--- config.mk ---
export PLATFORM = sky130hd
export DESIGN_NAME = dino_game_ctrl
export DESIGN_NICKNAME = d
export VERILOG_FILES = /design/src/rtl/dino_game_ctrl.sv
export SDC_FILE = /design/constraint.sdc
export NUM_CORES = 1
export LEC_CHECK = 0
export BUFFER_PORTS_ARGS = -buffer_cell sky130_fd_sc_hd__buf_2
export CELL_PAD_IN_SITES_DETAIL_PLACEMENT = 0
export CELL_PAD_IN_SITES_GLOBAL_PLACEMENT = 2
export CORE_AREA = 2 2 113 115
export DETAILED_ROUTE_END_ITERATION = 6
export DIE_AREA = 0 0 115 117
export GPL_TIMING_DRIVEN = 1
export PLACE_DENSITY_LB_ADDON = 0.1
export SYNTH_ARGS = -nofsm -noshare
export SYNTH_HDL_FRONTEND = slang
export SYNTH_SLANG_ARGS = --single-unit
--- constraint.sdc ---
create_clock -name dclk -period 4.85 [get_ports dclk]
set_clock_uncertainty 0.15 [all_clocks]
set_input_delay 0.485 -clock dclk [delete_from_list [all_inputs] [get_ports dclk]]
set_output_delay 0.485 -clock dclk [all_outputs]
set_load 0.01 [all_outputs]
--- src/rtl/dino_game_ctrl.sv ---
// Frame-stepped controller for a side-scrolling dino runner: jump physics, one obstacle, BCD score.
// Optional macro SPEEDUP_EN: the obstacle step grows by the score's hundreds digit.
module dino_game_ctrl #(
    parameter int GROUND_V  = 400,
    parameter int JUMP_V0   = 12,
    parameter int OBS_SPEED = 4,
    parameter int SCORE_DIV = 6,
    parameter int OBS_START = 680
) (
    input  logic       dclk,
    input  logic       clr,
    input  logic       frame_tick,
    input  logic       btn_start,
    input  logic       btn_jump,
    output logic [9:0] dino_v,
    output logic [9:0] obstacle_h,
    output logic [9:0] obstacle_v,
    output logic [7:0] obstacle_height,
    output logic [7:0] obstacle_width,
    output logic [3:0] score3,
    output logic [3:0] score2,
    output logic [3:0] score1,
    output logic [3:0] score0,
    output logic       alive
);

    localparam int DINO_H     = 40;
    localparam int DINO_RIGHT = 40;
    localparam int OBS_W      = 20;
    localparam int OBS_HT     = 30;
    localparam int GROUND_TOP = 440;
    localparam int OBS_TOP    = GROUND_TOP - OBS_HT;
    localparam int CNT_W      = $clog2(SCORE_DIV + 1);

    typedef enum logic [1:0] {IDLE, RUN, JUMP, DEAD} state_t;

    state_t             state;
    logic signed [7:0]  vel;
    logic [CNT_W-1:0]   frame_cnt;
    logic               start_q;
    logic               jump_q;
    logic               start_pend;
    logic               jump_pend;
    logic               start_rise;
    logic               jump_rise;
    logic [9:0]         step;
    logic [9:0]         obs_next;
    logic [9:0]         dino_next;
    logic signed [10:0] jump_sum;
    logic               landing;
    logic               hit;
    logic               cnt_wrap;
    logic [15:0]        score_inc;

    assign obstacle_v      = 10'(OBS_TOP);
    assign obstacle_height = 8'(OBS_HT);
    assign obstacle_width  = 8'(OBS_W);

    assign start_rise = btn_start & ~start_q;
    assign jump_rise  = btn_jump & ~jump_q;

`ifdef SPEEDUP_EN
    assign step = 10'(OBS_SPEED) + {6'd0, score2};
`else
    assign step = 10'(OBS_SPEED);
`endif

    // Obstacle reloads offscreen rather than stepping past the left edge.
    assign obs_next = (obstacle_h < 10'(OBS_W) + step) ? 10'(OBS_START) : obstacle_h - step;

    assign jump_sum  = $signed({1'b0, dino_v}) - $signed({{3{vel[7]}}, vel});
    assign landing   = (state == JUMP) && (jump_sum >= $signed(11'(GROUND_V)));
    assign dino_next = (state != JUMP) ? dino_v :
                       landing         ? 10'(GROUND_V) : jump_sum[9:0];

    // obs_next never drops below OBS_W, so the width subtraction is folded into the constant.
    assign hit = (obs_next < 10'(DINO_RIGHT + OBS_W)) &&
                 (({1'b0, dino_next} + 11'(DINO_H)) > 11'(OBS_TOP));

    assign cnt_wrap = (frame_cnt == CNT_W'(SCORE_DIV - 1));

    always_comb begin
        score_inc = {score3, score2, score1, score0};
        if (!(score3 == 4'd9 && score2 == 4'd9 && score1 == 4'd9 && score0 == 4'd9)) begin
            if (score0 != 4'd9) begin
                score_inc[3:0] = score0 + 4'd1;
            end else begin
                score_inc[3:0] = 4'd0;
                if (score1 != 4'd9) begin
                    score_inc[7:4] = score1 + 4'd1;
                end else begin
                    score_inc[7:4] = 4'd0;
                    if (score2 != 4'd9) begin
                        score_inc[11:8] = score2 + 4'd1;
                    end else begin
                        score_inc[11:8]  = 4'd0;
                        score_inc[15:12] = score3 + 4'd1;
                    end
                end
            end
        end
    end

    always_ff @(posedge dclk or posedge clr) begin
        if (clr) begin
            state      <= IDLE;
            dino_v     <= 10'(GROUND_V);
            vel        <= 8'sd0;
            obstacle_h <= 10'(OBS_START);
            score3     <= 4'd0;
            score2     <= 4'd0;
            score1     <= 4'd0;
            score0     <= 4'd0;
            frame_cnt  <= '0;
            start_q    <= 1'b0;
            jump_q     <= 1'b0;
            start_pend <= 1'b0;
            jump_pend  <= 1'b0;
            alive      <= 1'b1;
        end else begin
            start_q <= btn_start;
            jump_q  <= btn_jump;
            if (frame_tick) begin
                // Requests are consumed (or discarded) every tick; an edge on this very cycle waits for the next one.
                start_pend <= start_rise;
                jump_pend  <= jump_rise;
                case (state)
                    IDLE: begin
                        if (start_pend) begin
                            state      <= RUN;
                            obstacle_h <= 10'(OBS_START);
                            score3     <= 4'd0;
                            score2     <= 4'd0;
                            score1     <= 4'd0;
                            score0     <= 4'd0;
                            frame_cnt  <= '0;
                        end
                    end
                    RUN, JUMP: begin
                        obstacle_h <= obs_next;
                        dino_v     <= dino_next;
                        if (cnt_wrap) begin
                            frame_cnt <= '0;
                            {score3, score2, score1, score0} <= score_inc;
                        end else begin
                            frame_cnt <= frame_cnt + 1'b1;
                        end
                        if (state == JUMP) begin
                            vel <= vel - 8'sd1;
                        end
                        if (hit) begin
                            state <= DEAD;
                            alive <= 1'b0;
                        end else if (state == RUN && jump_pend) begin
                            state <= JUMP;
                            vel   <= 8'(JUMP_V0);
                        end else if (landing) begin
                            state <= RUN;
                        end
                    end
                    DEAD: begin
                        if (start_pend) begin
                            state      <= IDLE;
                            dino_v     <= 10'(GROUND_V);
                            vel        <= 8'sd0;
                            obstacle_h <= 10'(OBS_START);
                            alive      <= 1'b1;
                        end
                    end
                    default: state <= IDLE;
                endcase
            end else begin
                if (start_rise) start_pend <= 1'b1;
                if (jump_rise) jump_pend <= 1'b1;
            end
        end
    end

endmodule

==> results.md <==
- Status: complete, no violations
- Number of cells on the worst reg-to-reg path: 20
- TritonCTS clock tree: done
- First-pass GRT wire length: 17300 um
- Overflow left after global routing: 0
- Post-synthesis cell type count: 82
- Post-synth EDFFs: 0
- Total wire length: 10600 um
- TritonCTS Buffers: 5
- Mapped Cells: 480
- Most frequent cell after synthesis: dfrtp_1
- Comb power frac: 0.663
- Post-Synth Adder-Cell Area: 0.0860
- Final Max Tran Viols: 0
- # nets final: 567
- Hold Fails Final Rpt: 0
- Area share of the largest cell type after synthesis: 0.265
- Max-cap viol count: 0
- DIE AREA: 13500 sq um
- DP HPWL: roughly 7900 um
- First-pass DRT Iterations: 4
- Clk sink count: 52
- Register area share after synthesis: 0.315
- Rel. slew slack: 0.534
- Synth Area in Compound Gates: 0.248
- Final hold slack: 159 ps
- P_leak: 2.06 nW
- Initial antenna violation count: 0
- Worst-margin pin slew: between 600 and 700 ps
- Die X: 115 um
- Arrival time at the worst endpoint: 4670 ps
- Sw Share: 0.489
- Synth Flop Type: dfrtp_1
- DIE HEIGHT: 117 um
- Power share of the clock group: 0.113
- Vias per cell: 5.23
- CP required: a little under 5000 ps
- Initial Util: 0.338
- Simple-Gate Fraction of Synth Area: 0.196
- Layout cell share with drive strength beyond 1: 0.228
- R2r setup slk: 220 ps
- Power Dens Cells: 685 nW/um^2
- Critical Path Fanout Max: 6
- Startpoint Class: register
- Vias: 3580
- Max IR drop VDD: between 0.00015 and 0.0002 V
- Cell Area, Synth: 4160 sq um
- Fill cells: 1291
- Pin count of the biggest net entering global routing: 53
- Register share of total power: 0.224
- Final Util: 0.385
- Kind of end point of the critical path: register
- Hold path start: btn_jump
- Final Cycle Share: 0.955
- Layout area overhead: 14.0%
- GRT Overall Usage: 0.161
- Synth top area cells: dfrtp_1, ha_1, buf_4
- Fin crit period: around 4600 ps
- Final setup vio count: 0
- Worst Hold Class: in -> reg
- Ys Warns: 0
- Routed len/inst: 15.5 um
- P_sw: 0.00159 W
- Vias in the first global route: 3441
- Largest family of logic cells by synthesized area: compound AO/OA/AOI/OAI gates
- Hold endpoint: jump_q
- Buffers on Ports: 39
- Clock Latency Late Sink: 290 ps
- Area leader, netlist: dfrtp_1
- Max clock buf depth: 2
- #FFs+latches synth: 52
- Post-synth ARST share: 1.00
- Final GP Congestion: 0.788
- DRT iter0 DRCs: 191
- Placeable Area: 12300 sq um
- Rows: a little over 40
- Xor/xnor cell area share of the yosys netlist: 0.0253
- Internal Pwr Total: 0.00166 W
- Htree depth: 2
- Hold Path Stages: 1
- Hold_buf cts: 0
- Mux contribution to synthesized area: 0.0174
- Worst R2R Start: vel[4]
- Clock root buffer: clkbuf_16
- Setup_tns: 0 ps
- Overall power: ~0.0032 W
- Reg clk slew, reported paths: approximately 70 ps
- # IOs: 68
- Worst setup path class: reg -> reg
- Critical R2R Capture: vel[2]
- DRC Markers: 0
- Antenna Nets Post-Route: 0
- Commonest cells in the netlist: dfrtp_1, nand2_1, nor2_1, o21ai_0, inv_1
- Fmax: about 220 MHz
- Mean Syn Cell Area: 8.67 sq um
- ANT cells: 0
==> state kept, by name (all words and copies together), names as in the netlist <==
register	flops
frame_cnt	3
start_pend	1
state	2
score3	4
vel	8
score0	4
score2	4
dino_v	10
jump_pend	1
jump_q	1
start_q	1
alive	1
obstacle_h	8
score1	4
==> cells by family (layout without fill, tap and decap cells) <==
| family | Yosys count | count (layout) |
|---|---|---|
| adder cells (fa/ha/maj) | 28 | 28 |
| other | 2 | 28 |
| flip-flops | 52 | 52 |
| AO/OA/AOI/OAI | 144 | 144 |
| buffers and inverters | 78 | 107 |
| multiplexers | 7 | 7 |
| AND/OR/NAND/NOR | 157 | 157 |
| XOR/XNOR | 12 | 12 |
==> per-stage QoR <==
| stage | cell area, sq um | setup WS, ps | std cells |
|---|---|---|---|
| floorplan | 4260 | 299 | 506 |
| global placement | 4470 | 73.1 | 671 |
| detailed placement | 4470 | -65.8 | 671 |
| CTS | 4620 | 6.63 | 680 |
| global route | 4740 | -31.1 | 685 |
| finish | 4740 | 218 | 685 |
==> timing repair <==
item | 4_1_cts | 5_1_grt
pin swaps | 2 | 10
buffers inserted | 1 | 5
endpoints found under the setup margin | 8 | 11
gates resized for setup | 0 | 16
endpoints found under the hold margin | 0 | 0
==> worst max path at each step <==
stage,from,cells past startpoint,endpoint
after floorplan,dino_v[0],22,vel[1]
after global placement,dino_v[0],22,vel[0]
after detailed placement,dino_v[0],20,vel[1]
after CTS,dino_v[0],22,vel[1]
after global routing,vel[2],20,vel[2]
final,vel[4],20,vel[2]
==> power groups by stage <==
stage / Clock (W) / Sequential, W / Combinational [W]
6_report: 0.000368 / 0.000727 / 0.00215
4_1_cts: 0.000380 / 0.000728 / 0.00203
5_1_grt: 0.000398 / 0.000751 / 0.00240
3_3_place_gp: 0 / 0.000733 / 0.00201
3_5_place_dp: 0 / 0.000733 / 0.00201
2_1_floorplan: 0 / 0.000749 / 0.00146
==> critical path, cell delays in order, from the launching register on <==
cell and delay (ps):
dfrtp_1 410, inv_1 110, ha_1 340, buf_4 190, a21oi_2 180, o22ai_2 130
or2_4 280, a2111oi_4 300, nand3_2 150, a211o_1 310, a21oi_2 150, ha_1 190
o21ai_0 100, a311oi_2 320, nand2_1 80, nor4bb_1 180, o22ai_2 180, a21oi_1 80
o21a_2 250, or3_1 340, o311ai_1 90
==> cells in the final DEF, fill, tap and decap left out, types with 4 or more instances in the layout <==
master / instances
a211oi_1: 4
inv_1: 31
nor3_1: 11
o22ai_1: 9
xnor2_1: 6
nor4_1: 4
nand3b_1: 8
conb_1: 28
mux2i_1: 5
clkbuf_16: 5
o31ai_1: 9
dfstp_2: 8
dfrtp_1: 44
o211ai_1: 4
nand3_1: 8
a21oi_1: 21
nand2_1: 42
nand2b_1: 9
a31oi_1: 6
nor2_1: 35
xor2_1: 5
or3_1: 7
buf_2: 39
ha_1: 25
o21ai_0: 35
buf_4: 28
o21a_1: 6
and3_1: 5
nand4_1: 6
==> metal layers <==
layer,share of wire,GRT usage,up-vias,wire (um)
li1,-,-,1793,-
met1,0.49,0.217,1723,5170
met2,0.47,0.269,56,5020
met3,0.026,0.0211,8,274
met4,0.012,0.0514,0,131
met5,0,0,-,0
==> area by class of cell <==
class	count	area, sq um	area share
repair buffers	67	405	0.0855
multi-input cells	376	2570	0.542
inverters	32	120	0.0253
well taps	150	188	0.0396
flip-flops and latches	52	1310	0.277
clock buffers	8	146	0.0309
No activity file was read; power rests on OpenSTA's default activity.
